### src/rtl/riscv_mem_arbiter.sv
// riscv_mem_arbiter: fetch/memory-access arbiter onto one single-port memory, one transaction in flight.
// Define RISCV_ARB_STARVE_GUARD_EN to compile in the fetch starvation guard.
module riscv_mem_arbiter #(
  parameter int XLEN       = 32,
  parameter int STARVE_MAX = 4
) (
  input  logic            clk,
  input  logic            rst,
  input  logic            if_req,
  input  logic [XLEN-1:0] if_addr,
  output logic            if_gnt,
  output logic            if_rvalid,
  output logic [XLEN-1:0] if_rdata,
  input  logic            ma_req,
  input  logic            ma_we,
  input  logic [XLEN-1:0] ma_addr,
  input  logic [XLEN-1:0] ma_wdata,
  output logic            ma_gnt,
  output logic            ma_rvalid,
  output logic [XLEN-1:0] ma_rdata,
  output logic            mem_req,
  output logic            mem_we,
  output logic [XLEN-1:0] mem_addr,
  output logic [XLEN-1:0] mem_wdata,
  input  logic            mem_ack,
  input  logic [XLEN-1:0] mem_rdata,
  output logic            busy
);
  typedef enum logic [1:0] {IDLE, OWN_IF, OWN_MA} state_t;
  state_t state, state_nx;
  logic [XLEN-1:0] addr_q, wdata_q;
  logic we_q, idle, ack, force_if;
  assign idle      = state == IDLE;
  assign busy      = !idle;
  assign mem_req   = !idle;
  assign ack       = mem_req && mem_ack;
  assign mem_addr  = addr_q;
  assign mem_we    = mem_req && we_q;
  assign mem_wdata = mem_req ? wdata_q : '0;
  // grants are gated by reset so every output reads 0 while rst is low
  assign ma_gnt = rst && idle && ma_req && !force_if;
  assign if_gnt = rst && idle && if_req && !ma_gnt;
  always_comb begin
    state_nx = state;
    if (ma_gnt) state_nx = OWN_MA;
    else if (if_gnt) state_nx = OWN_IF;
    else if (ack) state_nx = IDLE;
  end
  always_ff @(posedge clk or negedge rst) begin
    if (!rst) begin
      state     <= IDLE;
      addr_q    <= '0;
      wdata_q   <= '0;
      we_q      <= 1'b0;
      if_rvalid <= 1'b0;
      ma_rvalid <= 1'b0;
      if_rdata  <= '0;
      ma_rdata  <= '0;
    end else begin
      state     <= state_nx;
      if_rvalid <= ack && state == OWN_IF;
      ma_rvalid <= ack && state == OWN_MA;
      if (ack && state == OWN_IF) if_rdata <= mem_rdata;
      if (ack && state == OWN_MA) ma_rdata <= mem_rdata;
      if (ma_gnt) begin
        addr_q  <= ma_addr;
        we_q    <= ma_we;
        wdata_q <= ma_wdata;
      end else if (if_gnt) begin
        addr_q  <= if_addr;
        we_q    <= 1'b0;
        wdata_q <= '0;
      end
    end
  end
`ifdef RISCV_ARB_STARVE_GUARD_EN
  localparam int CW = $clog2(STARVE_MAX + 1);
  logic [CW-1:0] cnt;
  assign force_if = if_req && cnt == CW'(STARVE_MAX);
  always_ff @(posedge clk or negedge rst) begin
    if (!rst) cnt <= '0;
    else if (if_gnt || (ma_gnt && !if_req)) cnt <= '0;
    else if (ma_gnt && cnt != CW'(STARVE_MAX)) cnt <= cnt + 1'b1;
  end
`else
  localparam int unused_starve_max = STARVE_MAX;
  assign force_if = 1'b0;
`endif
endmodule
### config.mk
export PLATFORM = sky130hd
export DESIGN_NAME = riscv_mem_arbiter
export DESIGN_NICKNAME = d
export VERILOG_FILES = /design/src/rtl/riscv_mem_arbiter.sv
export SDC_FILE = /design/constraint.sdc
export NUM_CORES = 1
export LEC_CHECK = 0
export CAP_MARGIN = 5
export CORE_MARGIN = 3
export CORE_UTILIZATION = 40
export CTS_BUF_LIST = sky130_fd_sc_hd__clkbuf_8
export CTS_CLUSTER_DIAMETER = 150
export CTS_CLUSTER_SIZE = 25
export DETAILED_ROUTE_END_ITERATION = 8
export PLACE_DENSITY = 0.91
export SLEW_MARGIN = 20
export SYNTH_ARGS = -nofsm -noshare
export SYNTH_HDL_FRONTEND = slang
export SYNTH_SLANG_ARGS = --single-unit
### constraint.sdc
create_clock -name clk -period 4.55 [get_ports clk]
set_clock_uncertainty 0.2 [all_clocks]
set_input_delay 1.1375 -clock clk [delete_from_list [all_inputs] [get_ports clk]]
set_output_delay 1.1375 -clock clk [all_outputs]
set_load 0.05 [all_outputs]
=== Yosys cells after proc, flatten, opt, wreduce, memory -nomap -nowiden ===
Cells that the tools add are included.

* Eq/ne operators: 2
* Muxes and demuxes: 10
* Reductions and logical operators: 13

{| class="wikitable"
|+ Operators by type and width
! operator !! number
|-
| 2-to-1 mux 32 bit || 5
|-
| logical AND 1 bit || 8
|-
| 2-to-1 mux 2 bit || 3
|-
| nonzero test 3 bit || 1
|-
| == test 2 x 1 -> 1 bit, second input constant || 1
|-
| == test 2 bit, second input constant || 1
|-
| zero test 1 bit || 2
|-
| zero test 2 bit || 1
|-
| 2-to-1 mux 1 bit || 2
|-
| nonzero test 2 bit || 1
|}

* Flip-flop bits (word level): 133
* Input port bits: 134
* Output and inout bits: 135
* Logic and storage cells: 33

=== Depth between registers and ports, before layout ===
Gate-level depths: netlist of run 1.

* Depth in word-level cells: 7
* Mapped depth: 6
* Gate-level depth less buffers: 3

=== Worst setup path after synthesis of run 1 ===
No wires, ideal clock.

* Kind: input to output
* Start: input port rst
* End: output port if_gnt
* Arrival time: 2.137 ns
* Data required time: 3.213 ns
* Path slack: 1.075 ns
* Cell stages on the path: 3
* Buffers on the path: 1
* Path through: nand2_1 clkbuf_1 nor2_1

* Cells in the longest elaborated chain, start to end: 4
* Elaborated cells on any way between the ends: 5
* Classes of those cells: reduce/logical (5)

{| class="wikitable"
|+ Ends and longest elaborated chain
! element !! RTL line !! text
|-
| from (decl) || 8 || <nowiki>input logic rst,</nowiki>
|-
| logical AND 1 bit * || 41, 42 ||
|-
| logical AND 1 bit || 41 || <nowiki>assign ma_gnt = rst && idle && ma_req && !force_if;</nowiki>
|-
| zero test 1 bit || 42 || <nowiki>assign if_gnt = rst && idle && if_req && !ma_gnt;</nowiki>
|-
| logical AND 1 bit * || 42 ||
|-
| to (decl) || 11 || <nowiki>output logic if_gnt,</nowiki>
|}

Mark *: on every way between the ends. The rest lies on a longest branch, timed or not.

=== Final worst setup path of run 1 ===
* Start: register state[1]
* End: output port mem_wdata[23]

* Cells in the longest elaborated chain, start to end: 2

{| class="wikitable"
|+ Ends and longest elaborated chain
! element !! RTL line !! text
|-
| from (decl) || 30 || <nowiki>state_t state, state_nx;</nowiki>
|-
| from (signal assigned) || 60 || <nowiki>state <= state_nx;</nowiki>
|-
| zero test 2 bit || 33 || <nowiki>assign idle = state == IDLE;</nowiki>
|-
| 2-to-1 mux 32 bit || 39 || <nowiki>assign mem_wdata = mem_req ? wdata_q : '0;</nowiki>
|-
| to (decl) || 24 || <nowiki>output logic [XLEN-1:0] mem_wdata,</nowiki>
|}

No other way between the ends.

==> metrics list, run 1 <==
- In the final routed layout, each cell accounts on average for 18.9 um.
- Sum of routed wire length over all layers: 15500 um
- IR analysis of the VDD net gives a maximum drop of just over 400 uV.
* Signal arrival time at the worst endpoint: 2.54 ns
- Height of the chip: about 120 um
- Clock tree from TritonCTS: yes
- Post-synth net total: 508
* Nets: 770
- The HPWL after detailed placement is roughly 11000 um.
- The first global-routing pass estimated about 24000 um of wire.
* Via count of the routed design: approximately 4300
- Met2 Use GR: roughly 36%
- Sorting the synthesized cells by area gives the leading types as sky130_fd_sc_hd__dfrtp_1, sky130_fd_sc_hd__mux2_2, sky130_fd_sc_hd__a22o_1.
* CTS H-Tree Depth: 4
- For the pin with the worst max-slew slack, the measured transition is around 0.95 ns.
- The final hold violation count was 0.
- Remaining Overflow, GRT: 0
* Pin count of the biggest net entering global routing: 65
- The initial antenna violation count came to 0.
- Area share of the leading cell type in the synthesized netlist: between 60% and 70%
- Status: finished, final reports clean
- No sink is reached through more buffers than the 2 on the longest clock path.
- Count of endpoints failing setup in the final report: 0
* Minimum period implied by the final worst setup slack: 3.87 ns
* CTS hold repair buffers: 0
- Top Usage Layer GRT: met2
- Part of the Yosys area used for sequential elements: 61.7%
- Clock-pin slew was measured on the worst setup and hold paths at 0.07 ns.
- Total clock sinks: 133
* Max-capacitance violation count: 0
- The largest single stage delay on the critical path is approximately 0.74 ns.
* Proportion of layout cells with a drive suffix above 1: 16.4%
- Met1 routing resource usage after global routing: 23.6%
- On the critical path, the stage with the largest delay is an instance of sky130_fd_sc_hd__nor2_4.
* Setup TNS: 0 ns
- Class of the tightest hold or removal check: reg -> reg
* Pre-CTS setup slack: 0.770 ns
- Clock latency reported for the late side of the worst-skew pair: between 0.4 and 0.5 ns
- Once the clock tree was built, the setup fixing pass inserted 0 buffers.
* Routability Congestion: 0.853
* Mean cell area of the mapped netlist: 14.4 um^2
* DIE WIDTH: 122 um
* Final slew viol count: 0
* Cell chosen for the clock root: sky130_fd_sc_hd__clkbuf_8
- Via density per instance: 5.21
- After synthesis the netlist holds a flip-flop and latch count of 133.
* Initial core utilization: between 40% and 50%
* Worst-path fanout max: 37
- Required time at the endpoint of the critical path: 3.21 ns
- The signal on the critical path passes through nor2_4 > nor2b_1 > clkdlybuf4s50_1.
- Buffers placed on the I/O ports in this run total 268.
- Library cell with the largest summed area after synthesis: sky130_fd_sc_hd__dfrtp_1
- DR iter-0 viols: between 200 and 250
- Boundary Pins: 269
- The worst setup path is captured at an output pin.
- The die covers between 10000 and 15000 um^2.
- Cell leakage power: 3.61 nW
* Total number of yosys warnings: 0
- RSZ-0062 raised after global routing: false
* Standard-cell rows: between 40 and 50
- Area of the mapped netlist: roughly 5400 um^2
- Number of global-route vias before repair: between 4000 and 5000
* Antenna diodes: 0
* Clock buffers created by TritonCTS: 17
- Iteration count of the initial detailed-routing pass: 4
* Antenna viol nets, final: 0
- Post-cts repair resize count: 0
- Type of origin of the critical path: flip-flop
- Synthesis produced a netlist whose cell count is 374.
* Worst setup path class: reg -> out
* Global routing met3 resource utilization: roughly 7.4%
- In the routed design, unresolved DRC markers number 0.
- In this run, distinct cell masters in the synthesized netlist total 20.
- Total routing resource utilization after global routing: 21.1%
- Across all setup checks in the final design, the least slack found is 0.675 ns.
- The final critical path takes up 85.2% of the cycle.
- Derived from the worst setup path, the maximum achievable clock frequency is about 260 MHz.
- For this design the ratio of total power to cell area is roughly 620 nW/um^2.
- Compared with the post-synthesis result, the final layout area differs by 58.6%.
- In this run the tightest slew margin relative to its limit is 36.2%.
- Core area: 12900 um^2
==> worst max-delay path: cells and delay by family, from the launching register on <==
family	cells	cell delay [ns]
buffers and inverters	1	0.74
flip-flops	1	0.44
AND/OR/NAND/NOR	2	0.89
==> state kept, by name (all words and copies together), names as in the netlist <==
signal,cells
if_rdata,32
ma_rvalid,1
ma_rdata,32
state,2
mem_addr,32
if_rvalid,1
wdata_q,32
we_q,1
==> report_power, final <==
part	total, W	internal, W	switching (W)
clock	0.000957	0.000543	0.000414
sequential	0.00174	0.00154	0.000200
combinational	0.00261	0.000965	0.00165
==> per-layer routing <==
layer / part of all wire (%) / wire length (um) / up-vias
met5: 0 / 0 / -
met4: 2.9 / 453 / 0
met3: 8.0 / 1240 / 37
met2: 52 / 8110 / 195
met1: 37 / 5660 / 2122
li1: - / - / 1904
==> synthesized netlist by cell type <==
cell	number
sky130_fd_sc_hd__o2bb2ai_1	33
sky130_fd_sc_hd__a22o_1	33
sky130_fd_sc_hd__mux2_2	64
sky130_fd_sc_hd__nor2_4	1
sky130_fd_sc_hd__dfrtp_1	133
sky130_fd_sc_hd__inv_1	4
sky130_fd_sc_hd__nor2_1	1
sky130_fd_sc_hd__buf_6	12
sky130_fd_sc_hd__buf_1	1
sky130_fd_sc_hd__nand3b_2	2
sky130_fd_sc_hd__a21o_1	1
sky130_fd_sc_hd__buf_4	1
sky130_fd_sc_hd__buf_2	8
sky130_fd_sc_hd__o211ai_2	1
sky130_fd_sc_hd__nor2b_1	34
sky130_fd_sc_hd__clkbuf_1	10
sky130_fd_sc_hd__nand2_1	1
sky130_fd_sc_hd__nand2b_1	1
sky130_fd_sc_hd__and3_4	1
sky130_fd_sc_hd__a22oi_1	32
==> kinds of logic (layout without fill, tap and decap cells) <==
family,after synthesis,count (layout),share of synthesized area (%)
flops,133,133,61.7
compound gates,100,100,15.5
mux,64,64,13.4
simple gates,41,41,5.03
buf+inv,36,308,4.43
==> path summary, 6_finish.rpt <==
check	cells past startpoint	endpoint	from	slack [ns]
worst max-delay path	3	mem_wdata[23]	state[1]	0.68
worst min-delay path	1	mem_addr[20]	mem_addr[20]	0.29
worst max register to register	4	wdata_q[14]	state[1]	2.08
worst min register to register	1	mem_addr[20]	mem_addr[20]	0.29
max in group asynchronous	2	if_rdata[31]	rst	2.65
min in group asynchronous	1	wdata_q[3]	rst	0.39
==> layout make-up <==
cell class	instances	area, um^2
Fill cell	929	4370
Tap cell	172	215
Clock inverter	7	81.3
Timing Repair Buffer	275	2770
Sequential cell	133	3330
Multi-Input combinational cell	205	1850
Clock buffer	22	303
Inverter	4	15.0
==> through the flow <==
step	utilization [%]	total power, W	cells	hold WS, ns	cell area [um^2]
final	66.2	0.00531	818	0.289	8560
after global routing	66.2	0.00552	818	0.311	8560
after CTS	66.2	0.00536	818	0.295	8550
after detailed placement	63.2	0.00438	789	0.273	8170
after global placement	63.2	0.00432	789	0.275	8170
after floorplan	-	0.00339	374	0.258	5400
==> layout by cell type, fill, tap and decap left out, drive strengths merged <==
cell type      count
clkdlybuf4s50    265
dfrtp            133
mux2              64
nor2b             34
o2bb2ai           33
a22o              33
a22oi             32
clkbuf            22
buf               10
inv                7
nand3b             2
bufinv             2
clkinv             2
nor2               2
and3               1
nand2              1
nand2b             1
o211ai             1
a21o               1
No activity file was read; power rests on OpenSTA's default activity.
==> run 2: changes to the inputs <==
- ABC_CLOCK_PERIOD_IN_PS: unset -> 4550
==> results of run 2 <==
Same layout as run 1: the final DEF is identical, and so are final timing and power.
==> run 3: changes to the inputs <==
- SLEW_MARGIN: 20 -> unset
==> metrics list, run 3 (synthesis gave the netlist of run 1 again) <==
- Remaining Overflow, GRT: 0
- Internal power consumption: just over 0.003 W
- Count of endpoints failing setup in the final report: 0
* Status: finished, final reports clean
- Pin count of the biggest net entering global routing: between 60 and 70
- Required time at the endpoint of the critical path: 3.21 ns
- Setup TNS: 0 ns
- Summed over all layers, the routed wires come to 15400 um.
- The first global-routing pass estimated around 24000 um of wire.
- Initial antenna violation count: 0
- The critical path is of the reg -> out type.
- Boundary Pins: 269
* Worst vdd ir: ~410 uV
* Total clock sinks: 133
* Post-route DRC violation count: 0
- Via density per instance: around 5.2
- The HPWL after detailed placement is 11300 um.
* P&R area growth vs syn: 58.5%
- Clock-pin slew was measured on the worst setup and hold paths at ~0.07 ns.
- In this run the power density over the cells is between 600 and 700 nW/um^2.
- The worst path needs 3.87 ns of the cycle, external delays included.
* Signal arrival time at the worst endpoint: 2.54 ns
* Routed length per instance: between 15 and 20 um
- STA classifies the critical path endpoint as an output pin.
* Total routing resource utilization after global routing: between 20% and 30%
* Total Power: 0.00531 W
- Cell leakage power: 3.60 nW
- For the pin with the worst max-slew slack, the measured transition is 1.21 ns.
- In this run, the clock network consumes between 10% and 20% of the power.
- Max-capacitance violation count: 0
* Post-cts repair resize count: 0
- Core area: 12900 um^2
* Count of port buffers added during placement: 268
- In this run, flip-flops and latches consume 32.8% of the power.
- Post-Place Cell Area: 8170 um^2
- DIE WIDTH: 122 um
* Clock tree from TritonCTS: yes
- The number of antenna diodes in the final layout is 0.
* Routability Congestion: about 0.85
- Nets: 770
* Reg2reg setup slack: 2.08 ns
- Clock tree synthesis inserted a total of 17 buffers.
* Number of global-route vias before repair: around 4600
- The die covers between 10000 and 15000 um^2.
- In the final layout, the share of cells above drive strength 1 is 16.4%.
* Cell chosen for the clock root: sky130_fd_sc_hd__clkbuf_8
- The routed layout has 4258 vias.
- Final hold vios: 0
* Class of the tightest hold or removal check: reg -> reg
- Worst-path fanout max: 37
* Peak Freq: 258 MHz
- Post-Layout Inst Area: 8550 um^2
* Share of the cycle needed by the critical path after routing: 85.2%
- The die is 122 um tall.
- Max Root-Sink Buffers: 2
* Commonest non-fill, non-tap cell in the layout: sky130_fd_sc_hd__clkdlybuf4s50_1
* Antenna viol nets, final: 0
- Number of inserted filler cells in the final layout: 930
* Gate power share: slightly below 50%
- Initial core utilization: 41.8%
- In the layout the commonest cells are sky130_fd_sc_hd__clkdlybuf4s50_1, sky130_fd_sc_hd__dfrtp_1, sky130_fd_sc_hd__mux2_2.
- Clock latency reported for the late side of the worst-skew pair: 0.43 ns
- For this run, the detailed router's first-pass iteration total came to 4.
- CTS H-Tree Depth: 4
- Total setup buffers inserted after CTS: 0
* NetSw: 0.00226 W
- Final slew viol count: 0
- Max-Slew Margin vs Limit: 19.3%
- The first routing iteration left 241 violations.
- Of the total power, the share spent switching nets is approximately 42%.
- CTS hold repair buffers: 0
- The initialized floorplan defines 41 standard-cell rows.
- RSZ-0062 raised after global routing: false
- STA classifies the critical path startpoint as a flip-flop.
[run 3: cell counts in the layout (fill, tap and decap cells not counted)]
Identical to the previous run, type by type.
[run 3: layout make-up]
class / count / area, um^2 / share of cell area, %
repair buffers: 275 / 2770 / 32.4
multi-input cells: 205 / 1840 / 21.5
inverters: 4 / 15.0 / 0.176
clock buffers: 22 / 303 / 3.54
flip-flops and latches: 133 / 3330 / 38.9
clock inverters: 7 / 81.3 / 0.951
well taps: 172 / 215 / 2.52
[run 3: power by group through the flow]
| stage | clock network, W | registers (W) | logic (W) |
|---|---|---|---|
| after CTS | 0.000979 | 0.00174 | 0.00263 |
| after detailed placement | 0 | 0.00176 | 0.00263 |
| after floorplan | 0 | 0.00279 | 0.000599 |
| final | 0.000954 | 0.00174 | 0.00261 |
| after global placement | 0 | 0.00173 | 0.00258 |
| after global routing | 0.00103 | 0.00178 | 0.00271 |
[run 3: layer usage]
layer	GRT usage (%)	wire length, um	up-vias
met3	7.43	1220	37
met5	0	0	-
met1	23.6	5650	2123
li1	-	-	1906
met4	9.17	453	0
met2	36.4	8090	192
[run 3: worst max-delay path, stage by stage, from the launching register on]
cell,delay (ns)
sky130_fd_sc_hd__dfrtp_1,0.44
sky130_fd_sc_hd__nor2_4,0.74
sky130_fd_sc_hd__nor2b_1,0.15
sky130_fd_sc_hd__clkdlybuf4s50_1,0.74
[run 3: worst paths after layout]
check,startpoint,end,cells past startpoint
setup / recovery,state[1],mem_wdata[23],3
hold / removal,mem_addr[20],mem_addr[20],1
setup reg to reg,state[1],wdata_q[14],4
hold reg to reg,mem_addr[20],mem_addr[20],1
max in group asynchronous,rst,if_rdata[31],2
min in group asynchronous,rst,wdata_q[7],1
[run 3: per-stage QoR]
step	setup slack [ns]	hold slack (ns)	instances	util, %
6_report	0.675	0.288	818	66.2
5_1_grt	0.533	0.311	818	66.2
4_1_cts	0.614	0.295	818	66.2
3_5_place_dp	0.770	0.273	789	63.2
3_3_place_gp	0.812	0.275	789	63.2
2_1_floorplan	1.08	0.258	374	-
==> RTL edit, RTL diff (flow settings as in run 1) <==
Re-encode `state_t` (3 states) as one-hot, 3 bits wide.
--- a/src/rtl/riscv_mem_arbiter.sv
+++ b/src/rtl/riscv_mem_arbiter.sv
@@ -27,5 +27,5 @@
   output logic            busy
 );
-  typedef enum logic [1:0] {IDLE, OWN_IF, OWN_MA} state_t;
+  typedef enum logic [2:0] {IDLE = 3'b001, OWN_IF = 3'b010, OWN_MA = 3'b100} state_t;
   state_t state, state_nx;
   logic [XLEN-1:0] addr_q, wdata_q;
Function: same outputs for any inputs over 10 cycles, from zero or initial values and one cycle with rst low; not proved beyond that.
==> RTL edit against run 1 <==
- routed wire length up 4.3%
- largest cell class unchanged
- power up 29%
- synthesized area up 4.4%
- sequential power up 17%
- global-route usage down 0.44 points
- combinational power up 44%
- setup slack better by 0.095 ns
- non-clock buffer count up 5
- first-iteration DRC count unchanged
- sequential cell count up 1
- design area up 3.8%
- maximum frequency up 2.5%
==> RTL edit: results (changes against run 1) <==
- Total wire length: 16.1 mm (+4.3%)
- Headroom to the max-slew limit: 38.5% (+2.3 points)
- Cell family with the largest share of critical-path delay: buffers and inverters
- Outcome: completed
- Switch Pwr: 0.00322 W (+42%)
- Total standard cell area after synthesis: 5630 um^2 (+4.4%)
- Post-Place Cell Area: 8460 um^2 (+3.6%)
- Sequential cell area fraction in the yosys report: 59.5% (-2.1 points)
- Overall global routing resource usage: 20.6% (-0.44 points)
- Ranking of synthesized cells by area: sky130_fd_sc_hd__dfrtp_1 (59%), sky130_fd_sc_hd__mux2_1 (7.0%), sky130_fd_sc_hd__mux2_2 (5.8%)
- Multi-input combinational cell count: 271 (+32%)
- Worst Setup Slack post-DPL: 0.964 ns (+0.194 ns)
- Fraction of area in registers: 37.7% (-1.1 points)
- Fraction of final layout cells sized beyond drive strength 1: 11.6% (-4.8 points)
- Final Net Count: 840 (+9.1%)
- Critical-path maximum fanout: 34 (-8.1%)
- Total number of vias: 4,708 (+11%)
- Final-layout clock buffer total: 20 (-9.1%)
- Synthesized netlist cell count: 446 (+19%)
- Multi-input gate share of the layout cell area: 23.5% (+1.9 points)
- Pin count of the biggest net entering global routing: 78 (+20%)
- Net Count, Synth: 580 (+14%)
- Relative area of non-clock buffer cells in the final design: 31.4% (-0.91 points)
- Flip-flop and latch count after synthesis: 134 (+0.75%)
- Placed cell count: 863 (+9.4%)
- Unique cell type count in the Yosys netlist: 23 (+15%)
- Worst Reg2Reg Path Length in Cells: 5 (+1)
- Data arrival time of the critical path: 2.44 ns (-0.10 ns)
-- RTL edit: cell count changes in the layout (fill, tap and decap cells not counted), sizes merged, moves of 5 or more --
cell / before / now
buf: 10 / 15
a32oi: 0 / 32
nand2: 1 / 32
a22oi: 32 / 0
o2bb2ai: 33 / 0
nand3: 0 / 64
-- RTL edit: routing by layer --
layer | GRT usage, % | routed length [um] | up-vias
met5 | 0 | 0 | -
met4 | 8.58 | 408 | 0
met3 | 5.92 | 1000 | 33
met2 | 37.1 | 8600 | 228
met1 | 22.8 | 6110 | 2290
li1 | - | - | 2157
-- RTL edit: worst paths after layout --
check,startpoint,end,slack (ns)
setup / recovery,state[0]$_DFFE_PN1P_,mem_wdata[7],0.77
hold / removal,ma_rdata[10]$_DFFE_PN0P_,ma_rdata[10]$_DFFE_PN0P_,0.29
setup reg to reg,state[0]$_DFFE_PN1P_,wdata_q[30]$_DFFE_PN0P_,2.15
hold reg to reg,ma_rdata[10]$_DFFE_PN0P_,ma_rdata[10]$_DFFE_PN0P_,0.29
max in group asynchronous,rst,wdata_q[16]$_DFFE_PN0P_,2.11
min in group asynchronous,rst,wdata_q[31]$_DFFE_PN0P_,0.63
-- RTL edit: power by group through the flow --
stage | Combinational, W | Sequential (W) | Clock, W
after floorplan | 0.00102 | 0.00341 | 0
after global placement | 0.00371 | 0.00202 | 0
after detailed placement | 0.00377 | 0.00205 | 0
after CTS | 0.00378 | 0.00204 | 0.00107
after global routing | 0.00389 | 0.00211 | 0.00112
final | 0.00375 | 0.00204 | 0.00104
-- RTL edit: cells by family after synthesis --
family / count (synthesis) / synth area share [%]
and+or+nand+nor: 138 / 13.4
DFF: 134 / 59.5
muxes: 64 / 12.8
buffers and inverters: 41 / 3.64
AOI/OAI and AO/OA: 69 / 10.7
